--- src/rtl/multicycle_alu.sv ---
// -----------------------------------------------------------------------------
// multicycle_alu
//   Multi-cycle ALU with a valid/ready request port and a valid/ready result
//   port. Logic and add/sub ops finish in one compute cycle. MUL is an
//   iterative shift-add that takes one multiplier bit per cycle. Shifts move
//   one bit position per cycle.
//
// Handshake:
//   A request is accepted on a rising edge where in_valid && in_ready.
//   A result is handed off on a rising edge where out_valid && out_ready.
//   in_ready is high only in IDLE. out_valid is high only in DONE. The
//   producer may hold or drop in_valid freely. The result and its flags stay
//   stable while out_valid is high and out_ready is low.
//
// Ports:
//   clk, reset           clock; synchronous active-high reset
//   aluOp, inA, inB      opcode and operands, latched on accept
//   in_valid, in_ready   request handshake
//   outAlu               registered result
//   out_zero, out_err    registered flags (result == 0, illegal opcode)
//   out_valid, out_ready result handshake
//   o_dbg_state          current FSM state (0 IDLE, 1 BUSY, 2 DONE)
// -----------------------------------------------------------------------------
module multicycle_alu #(
  parameter int DBITS            = 32,
  parameter int OPCODE_BIT_WIDTH = 4
) (
  input  logic                        clk,
  input  logic                        reset,
  input  logic [OPCODE_BIT_WIDTH-1:0] aluOp,
  input  logic [DBITS-1:0]            inA,
  input  logic [DBITS-1:0]            inB,
  input  logic                        in_valid,
  output logic                        in_ready,
  output logic [DBITS-1:0]            outAlu,
  output logic                        out_zero,
  output logic                        out_err,
  output logic                        out_valid,
  input  logic                        out_ready,
  output logic [1:0]                  o_dbg_state
);

  localparam int SW = $clog2(DBITS);
  // One extra bit so the counter can hold DBITS itself for MUL.
  localparam int CW = SW + 1;

  localparam logic [1:0] S_IDLE = 2'd0;
  localparam logic [1:0] S_BUSY = 2'd1;
  localparam logic [1:0] S_DONE = 2'd2;

  localparam logic [3:0] OP_ADD  = 4'b0000;
  localparam logic [3:0] OP_SUB  = 4'b0001;
  localparam logic [3:0] OP_AND  = 4'b0100;
  localparam logic [3:0] OP_OR   = 4'b0101;
  localparam logic [3:0] OP_XOR  = 4'b0110;
  localparam logic [3:0] OP_NAND = 4'b1100;
  localparam logic [3:0] OP_NOR  = 4'b1101;
  localparam logic [3:0] OP_NXOR = 4'b1110;
  localparam logic [3:0] OP_MUL  = 4'b1000;
  localparam logic [3:0] OP_SLL  = 4'b1001;
  localparam logic [3:0] OP_SRL  = 4'b1010;
  localparam logic [3:0] OP_SRA  = 4'b1011;

  logic [1:0]                  r_state;
  logic [OPCODE_BIT_WIDTH-1:0] r_op;
  logic [DBITS-1:0]            r_a;
  logic [DBITS-1:0]            r_b;
  logic [DBITS-1:0]            r_acc;
  logic [CW-1:0]               r_cnt;
  logic [DBITS-1:0]            r_out_alu;
  logic                        r_out_zero;
  logic                        r_out_err;

  logic                        w_accept;
  logic                        w_handoff;
  logic [CW-1:0]               w_load_cnt;
  logic [DBITS-1:0]            w_result;
  logic                        w_err;

  assign in_ready    = (r_state == S_IDLE);
  assign out_valid   = (r_state == S_DONE);
  assign o_dbg_state = r_state;
  assign outAlu      = r_out_alu;
  assign out_zero    = r_out_zero;
  assign out_err     = r_out_err;

  assign w_accept  = in_valid && in_ready;
  assign w_handoff = out_valid && out_ready;

  // Number of iteration cycles that precede the final write cycle.
  always_comb begin
    w_load_cnt = '0;
    case (aluOp)
      OP_MUL:                 w_load_cnt = CW'(DBITS);
      OP_SLL, OP_SRL, OP_SRA: w_load_cnt = {1'b0, inB[SW-1:0]};
      default:                w_load_cnt = '0;
    endcase
  end

  // Final value written into the output registers once the iteration count
  // is exhausted. MUL and the shifts have already done their work in r_acc
  // and r_a. Single-cycle ops are evaluated here from the latched operands.
  always_comb begin
    w_result = '0;
    w_err    = 1'b0;
    case (r_op)
      OP_ADD:                 w_result = r_a + r_b;
      OP_SUB:                 w_result = r_a + ~r_b + DBITS'(1);
      OP_AND:                 w_result = r_a & r_b;
      OP_OR:                  w_result = r_a | r_b;
      OP_XOR:                 w_result = r_a ^ r_b;
      OP_NAND:                w_result = ~(r_a & r_b);
      OP_NOR:                 w_result = ~(r_a | r_b);
      OP_NXOR:                w_result = ~(r_a ^ r_b);
      OP_MUL:                 w_result = r_acc;
      OP_SLL, OP_SRL, OP_SRA: w_result = r_a;
      default: begin
        w_result = '0;
        w_err    = 1'b1;
      end
    endcase
  end

  always_ff @(posedge clk) begin
    if (reset) begin
      r_state    <= S_IDLE;
      r_op       <= '0;
      r_a        <= '0;
      r_b        <= '0;
      r_acc      <= '0;
      r_cnt      <= '0;
      r_out_alu  <= '0;
      r_out_zero <= 1'b1;
      r_out_err  <= 1'b0;
    end else begin
      case (r_state)
        S_IDLE: begin
          if (w_accept) begin
            r_op    <= aluOp;
            r_a     <= inA;
            r_b     <= inB;
            r_acc   <= '0;
            r_cnt   <= w_load_cnt;
            r_state <= S_BUSY;
          end
        end
        S_BUSY: begin
          if (r_cnt == '0) begin
            r_out_alu  <= w_result;
            r_out_zero <= ~|w_result;
            r_out_err  <= w_err;
            r_state    <= S_DONE;
          end else begin
            r_cnt <= r_cnt - CW'(1);
            case (r_op)
              OP_MUL: begin
                // Shift-add: r_a carries the multiplicand shifted into
                // place, r_b supplies the next multiplier bit at bit 0.
                if (r_b[0]) r_acc <= r_acc + r_a;
                r_a <= r_a << 1;
                r_b <= r_b >> 1;
              end
              OP_SLL:  r_a <= r_a << 1;
              OP_SRL:  r_a <= r_a >> 1;
              OP_SRA:  r_a <= {r_a[DBITS-1], r_a[DBITS-1:1]};
              default: r_a <= r_a;
            endcase
          end
        end
        S_DONE: begin
          if (w_handoff) r_state <= S_IDLE;
        end
        default: r_state <= S_IDLE;
      endcase
    end
  end

endmodule

--- config.mk ---
export PLATFORM = sky130hd
export DESIGN_NAME = multicycle_alu
export DESIGN_NICKNAME = d
export VERILOG_FILES = /design/src/rtl/multicycle_alu.sv
export SDC_FILE = /design/constraint.sdc
export NUM_CORES = 1
export LEC_CHECK = 0
export ABC_AREA = 1
export BUFFER_PORTS_ARGS = -buffer_cell sky130_fd_sc_hd__buf_2
export CAP_MARGIN = 20
export CORE_MARGIN = 4
export CORE_UTILIZATION = 30
export CTS_BUF_LIST = sky130_fd_sc_hd__clkbuf_8
export DETAILED_ROUTE_END_ITERATION = 8
export GPL_TIMING_DRIVEN = 0
export PLACE_DENSITY = 0.48
export SKIP_LAST_GASP = 1
export SLEW_MARGIN = 20
export SYNTH_ARGS = -nofsm -noshare
export SYNTH_HDL_FRONTEND = slang
export SYNTH_SLANG_ARGS = --single-unit
--- constraint.sdc ---
create_clock -name clk -period 2.9 [get_ports clk]
set_clock_uncertainty 0.1 [all_clocks]
set_input_delay 0.725 -clock clk [delete_from_list [all_inputs] [get_ports clk]]
set_output_delay 0.725 -clock clk [all_outputs]
set_load 0.02 [all_outputs]
-- Word level (Yosys, flattened, before mapping)
Cells that the tools add are included.
- $add $sub $neg: 5
- multiply operators: 0
- divide/modulo/power cells: 0
- $lt $le $gt $ge: 0
- equal/unequal tests: 26
- shifts and indexed selects: 0
- multiplexer cells: 23
- bitwise operators: 7
- reductions and logical operators: 20
- operators with widths (kind ; number):
    $pmux 32 s10 ; 1
    $mux 32 ; 9
    $pmux 32 s2 ; 3
    $not 32->32 ; 4
    $add 32x32->32 ; 3
    $pmux 32 s3 ; 1
    $eq 4x4->1 const B ; 11
    $add 32x1->32 const B ; 1
    $and 32x32->32 ; 1
    $or 32x32->32 ; 1
    $reduce_or 32->1 ; 1
    $xor 32x32->32 ; 1
    $pmux 6 s2 ; 2
    $eq 4x3->1 const B ; 3
    $mux 6 ; 2
    $reduce_or 12->1 ; 1
    $ne 2x2->1 const B ; 5
    $reduce_and 5->1 ; 2
    $reduce_and 4->1 ; 2
    $logic_not 6->1 ; 1
    $mux 2 ; 3
    $pmux 2 s3 ; 1
    $reduce_and 3->1 ; 2
    $reduce_or 3->1 ; 2
    15 further kinds ; 18
- register bits: 142
- bits in latches: 0
- RAM bits: 0
- memory bits (read-only): 0
- input port bits: 72
- output and inout port bits: 38
- memories: 0

-- Longest topological paths before layout
- word-level depth: 6
- mapped depth: 22
- gate-level depth less buffers: 21

-- Worst setup path before layout
Ideal clock, no wire load.
- path kind: reg-to-reg
- from: register r_a[1]
- to: register r_out_zero, in the netlist out_zero
- library setup time: 0.059 ns
- arrival time: 2.283 ns
- required time: 2.741 ns
- slack: 0.458 ns
- cell stages (with the launch flop): 20
- clock period less this slack: 2.442 ns
- cells stage by stage: dfxtp_1 inv_1 fa_1 inv_1 nand3_1 nand2_1 nand2_1 nand2_1 nand2_1 nand2_1 nand2_1 nand3_1 nand2_1 nor2_1 nand2_1 nor2_1 nand2_1 nor2_1 nand3_1 nand2_1
- cells in the longest elaborated chain, start to end: 5
- elaborated cells on any way between the ends: 12
- those cells by class: 3 x add/sub; 1 x mux; 6 x bitwise; 2 x reduce/logical
- ends and longest elaborated chain (item ; RTL line ; RTL):
    start: declaration ; 66 ; logic [DBITS-1:0] r_a;
    start signal: assignment ; 140 ; r_a <= inA;
    start signal: assignment ; 160 ; r_a <= r_a << 1;
    start signal: assignment ; 163 ; OP_SLL: r_a <= r_a << 1;
    $add 32x32->32, or another cell as far along ; 108 ; OP_SUB: w_result = r_a + ~r_b + DBITS'(1);
    $add 32x1->32, or another cell as far along ; 108 ;
    $pmux 32 s10 * ; 106 ; case (r_op)
    $reduce_or 32->1 * ; 150 ; r_out_zero <= ~|w_result;
    $logic_not 1->1 * ; 150 ;
    end signal: assignment ; 150 ;
    end: declaration ; 71 ; logic r_out_zero;
Every way passes the cells marked *; elsewhere a longest branch is shown, timed or not.
A chain may end at the register's enable or synchronous reset.

-- Worst setup path after layout
- from: register r_op[1]
- to: register r_out_zero, in the netlist out_zero
- cells in the longest elaborated chain, start to end: 5
- elaborated cells on any way between the ends: 16
- those cells by class: 11 x eq/ne; 1 x mux; 4 x reduce/logical
- ends and longest elaborated chain (item ; RTL line ; RTL):
    start: declaration ; 65 ; logic [OPCODE_BIT_WIDTH-1:0] r_op;
    start signal: assignment ; 139 ; r_op <= aluOp;
    $eq 4x4->1 ; 106 ;
    $reduce_or 3->1 ; 106 ;
    $pmux 32 s10 * ; 106 ;
    $reduce_or 32->1 * ; 150 ;
    $logic_not 1->1 * ; 150 ;
Marks and branches as above.

==> results.json <==
{
  "start_util": 0.3056,
  "synth.distinct_cells": 48,
  "grt_overflow": 0,
  "cts_sinks": 142,
  "drt_iter0_drc": 1563,
  "path_clk_slew_ns": 0.11,
  "syn_area_per_cell_um2": 5.611,
  "clkLatencyLatePin_ns": 0.60,
  "fin_ws_ns": -0.01915,
  "cts_hold_buf": 0,
  "critPathKind": "flip-flop to flip-flop",
  "finalCriticalPeriod_ns": 2.919,
  "crit_required_ns": 3.31,
  "cp.arrival_ns": 3.33,
  "synth_top_area_share": 0.2093,
  "viasPerCell": 5.202,
  "p_int_mw": 7.742,
  "wl_mm": 74.06,
  "wl_per_cell_um": 20.72,
  "synth_seq_area_share": 0.1839,
  "layout-drive-gt1-share": 0.1375,
  "synth_nets": 2967,
  "hp-class": "input port to flip-flop",
  "grt_usage": 0.2581,
  "num_rows": 82,
  "num_io_pins": 110,
  "cts-htree-levels": 4,
  "syn2layout_area_growth_pct": 17.26,
  "slew_violations": 0,
  "max_cap_violations": 0,
  "setup_viol": 1,
  "netSwitchingPower_mw": 11.96,
  "rsz0062_at_grt": "yes",
  "yosys-top-cells-area": "nand2_1 (21%), dfxtp_1 (18%), ha_1 (11%)",
  "grt_pass1_vias": 17398,
  "max_freq_ghz": 0.3426,
  "seqPwrFrac": 0.177,
  "syn-instance-count": 2755,
  "place_area_um2": 16840,
  "firstDrtPassIters": 6,
  "tightest_slew_ns": 1.070,
  "die_w_um": 235,
  "ys_ff_latch": 142,
  "crit_path_start_kind": "flip-flop",
  "swShare": 0.6071,
  "hold_viol_final": 0,
  "end_kind": "flip-flop",
  "grt_pass1_wl_mm": 108.7,
  "dieHeight_um": 235,
  "root_buffer": "clkbuf_8",
  "violations": "negative setup slack",
  "fin_area_um2": 18130,
  "clkPwrFrac": 0.086,
  "syn_area_um2": 15460,
  "period_share": 1.007,
  "drc_errors": 0,
  "total_power_mw": 19.71,
  "worstPathMaxFanout": 10,
  "cts_tree": "yes",
  "coreArea_um2": 50580,
  "max-slew-margin-rel": 0.2867,
  "pwr_density_cell_nw_per_um2": 1087,
  "place_ws_ns": -0.6364,
  "place.gp.congestion": 0.9785,
  "hpwl_mm": 61.96,
  "ant_nets": 0,
  "grt_max_degree": 17,
  "async_flop_share": 0,
  "cts_inserted_buffers": 17,
  "fin_nets": 3100,
  "synth_enable_flop_cells": 0,
  "p_leak_nw": 8.929,
  "die-area_um2": 55230,
  "port-buffer-count": 108,
  "comb_power_share": 0.737,
  "vdd_drop_max_mv": 0.3723,
  "clock_path_buffers": 2,
  "vias": 18592,
  "yosys_warnings": 0,
  "antenna_found_initial": 3,
  "status": "finished, violations left",
  "synthFlopType": "dfxtp_1",
  "yosys.area.top_type": "nand2_1"
}
-- synth_stat cells (6+ instances only) --
cell and number:
or2_2 9, a21oi_1 165, o21bai_1 16, o211ai_1 15, clkbuf_1 74, o21ai_0 202
nand2_1 862, o22ai_1 35, nor2_1 257, inv_1 406, ha_1 137, o2111ai_1 8
nand4_1 38, nand3b_1 6, nor4_1 7, nand3_1 189, nor3_1 32, dfxtp_1 142
buf_2 31, a31oi_1 59, xor2_1 6
-- area by class of cell --
cell class              instances  area [µm²]
fillers                      5777       32450
multi-input cells            2092       11240
flip-flops and latches        142        2942
inverters                     412        1562
well taps                     672       840.8
repair buffers                128       703.2
plain buffers                  95       460.4
clock buffers                  18       247.7
clock inverters                14       127.6
diodes                          1       2.502
-- power groups by stage --
stage / sequential, mW / clock [mW] / combinational (mW)
finish: 3.48 / 1.70 / 14.5
global route: 3.56 / 1.82 / 16.0
CTS: 3.45 / 1.77 / 13.3
detailed placement: 3.46 / 0 / 13.1
global placement: 3.42 / 0 / 13.0
floorplan: 3.41 / 0 / 8.47
-- logic make-up (layout without fill, tap and decap cells) --
group / Yosys count / in the layout / share of synthesized area
DFF: 142 / 142 / 0.1839
xor gates and xnor gates: 10 / 10 / 0.005665
AOI/OAI and AO/OA: 532 / 532 / 0.1930
and+or+nand+nor: 1410 / 1410 / 0.3735
buffers and inverters: 521 / 667 / 0.1293
adders and majority gates: 140 / 140 / 0.1148
other: 0 / 1 / 0
-- per-layer routing --
layer / part of all wire / vias to the layer above / track usage
li1: - / 9166 / -
met1: 0.47 / 8676 / 0.3640
met2: 0.43 / 654 / 0.4003
met3: 0.065 / 96 / 0.03999
met4: 0.030 / 0 / 0.09023
met5: 0 / - / 0
-- worst max-delay path: stages (launching register included) --
cell and delay, ns:
dfxtp_1 0.35, inv_1 0.25, nor2_1 0.22, nand2_1 0.16, clkbuf_4 0.27, clkbuf_4 0.28, o22ai_1 0.10, nor4_2 0.40
nand3_1 0.23, nor2_1 0.14, nand2_1 0.07, nor2_1 0.11, nand3_1 0.08, nand2_1 0.05
-- stage by stage --
stage | std cells | util | setup TNS [ns] | hold WS [ns]
after floorplan | 2755 | - | 0 | 0.3533
after detailed placement | 3535 | 0.3330 | -6.091 | 0.3529
after global routing | 3574 | 0.3584 | -0.1613 | 0.2642
final | 3574 | 0.3584 | -0.01915 | 0.2930
after global placement | 3535 | 0.3329 | -5.599 | 0.3521
after CTS | 3555 | 0.3435 | -0.1644 | 0.2270
-- layout by cell type, fill, tap and decap left out, types with 39 or more instances in the layout --
cell	netlist	routed
nand3_1	189	180
clkbuf_1	74	52
nand2_1	862	839
nor2_2	2	39
dfxtp_1	142	105
a31oi_1	59	59
inv_1	406	398
buf_2	31	127
ha_1	137	117
nor2_1	257	211
a21oi_1	165	153
o21ai_0	202	197
-- registers in the layout, indices dropped and copies added (netlist names) --
name         cells
r_b             32
out_zero         1
o_dbg_state      2
outAlu          32
r_op             4
r_acc           32
out_err          1
r_a             32
r_cnt            6
-- worst paths after layout --
kind                                            from                     to  slack [ns]  depth (start not counted)
worst min register to register  out_err$_SDFFE_PP0P_   out_err$_SDFFE_PP0P_        0.36                          2
worst max register to register  r_op[1]$_SDFFE_PP0P_  out_zero$_SDFFE_PP1P_       -0.02                         13
worst max-delay path            r_op[1]$_SDFFE_PP0P_  out_zero$_SDFFE_PP1P_       -0.02                         13
worst min-delay path                          inA[2]    r_a[2]$_SDFFE_PP0P_        0.29                          3
-- what timing repair did --
action | CTS | global route
pin swaps | 2 | 11
endpoints found under the setup margin | 47 | 35
resized for setup | 82 | 189
buffers inserted | 1 | 19
(Power assumes the default switching activity.)
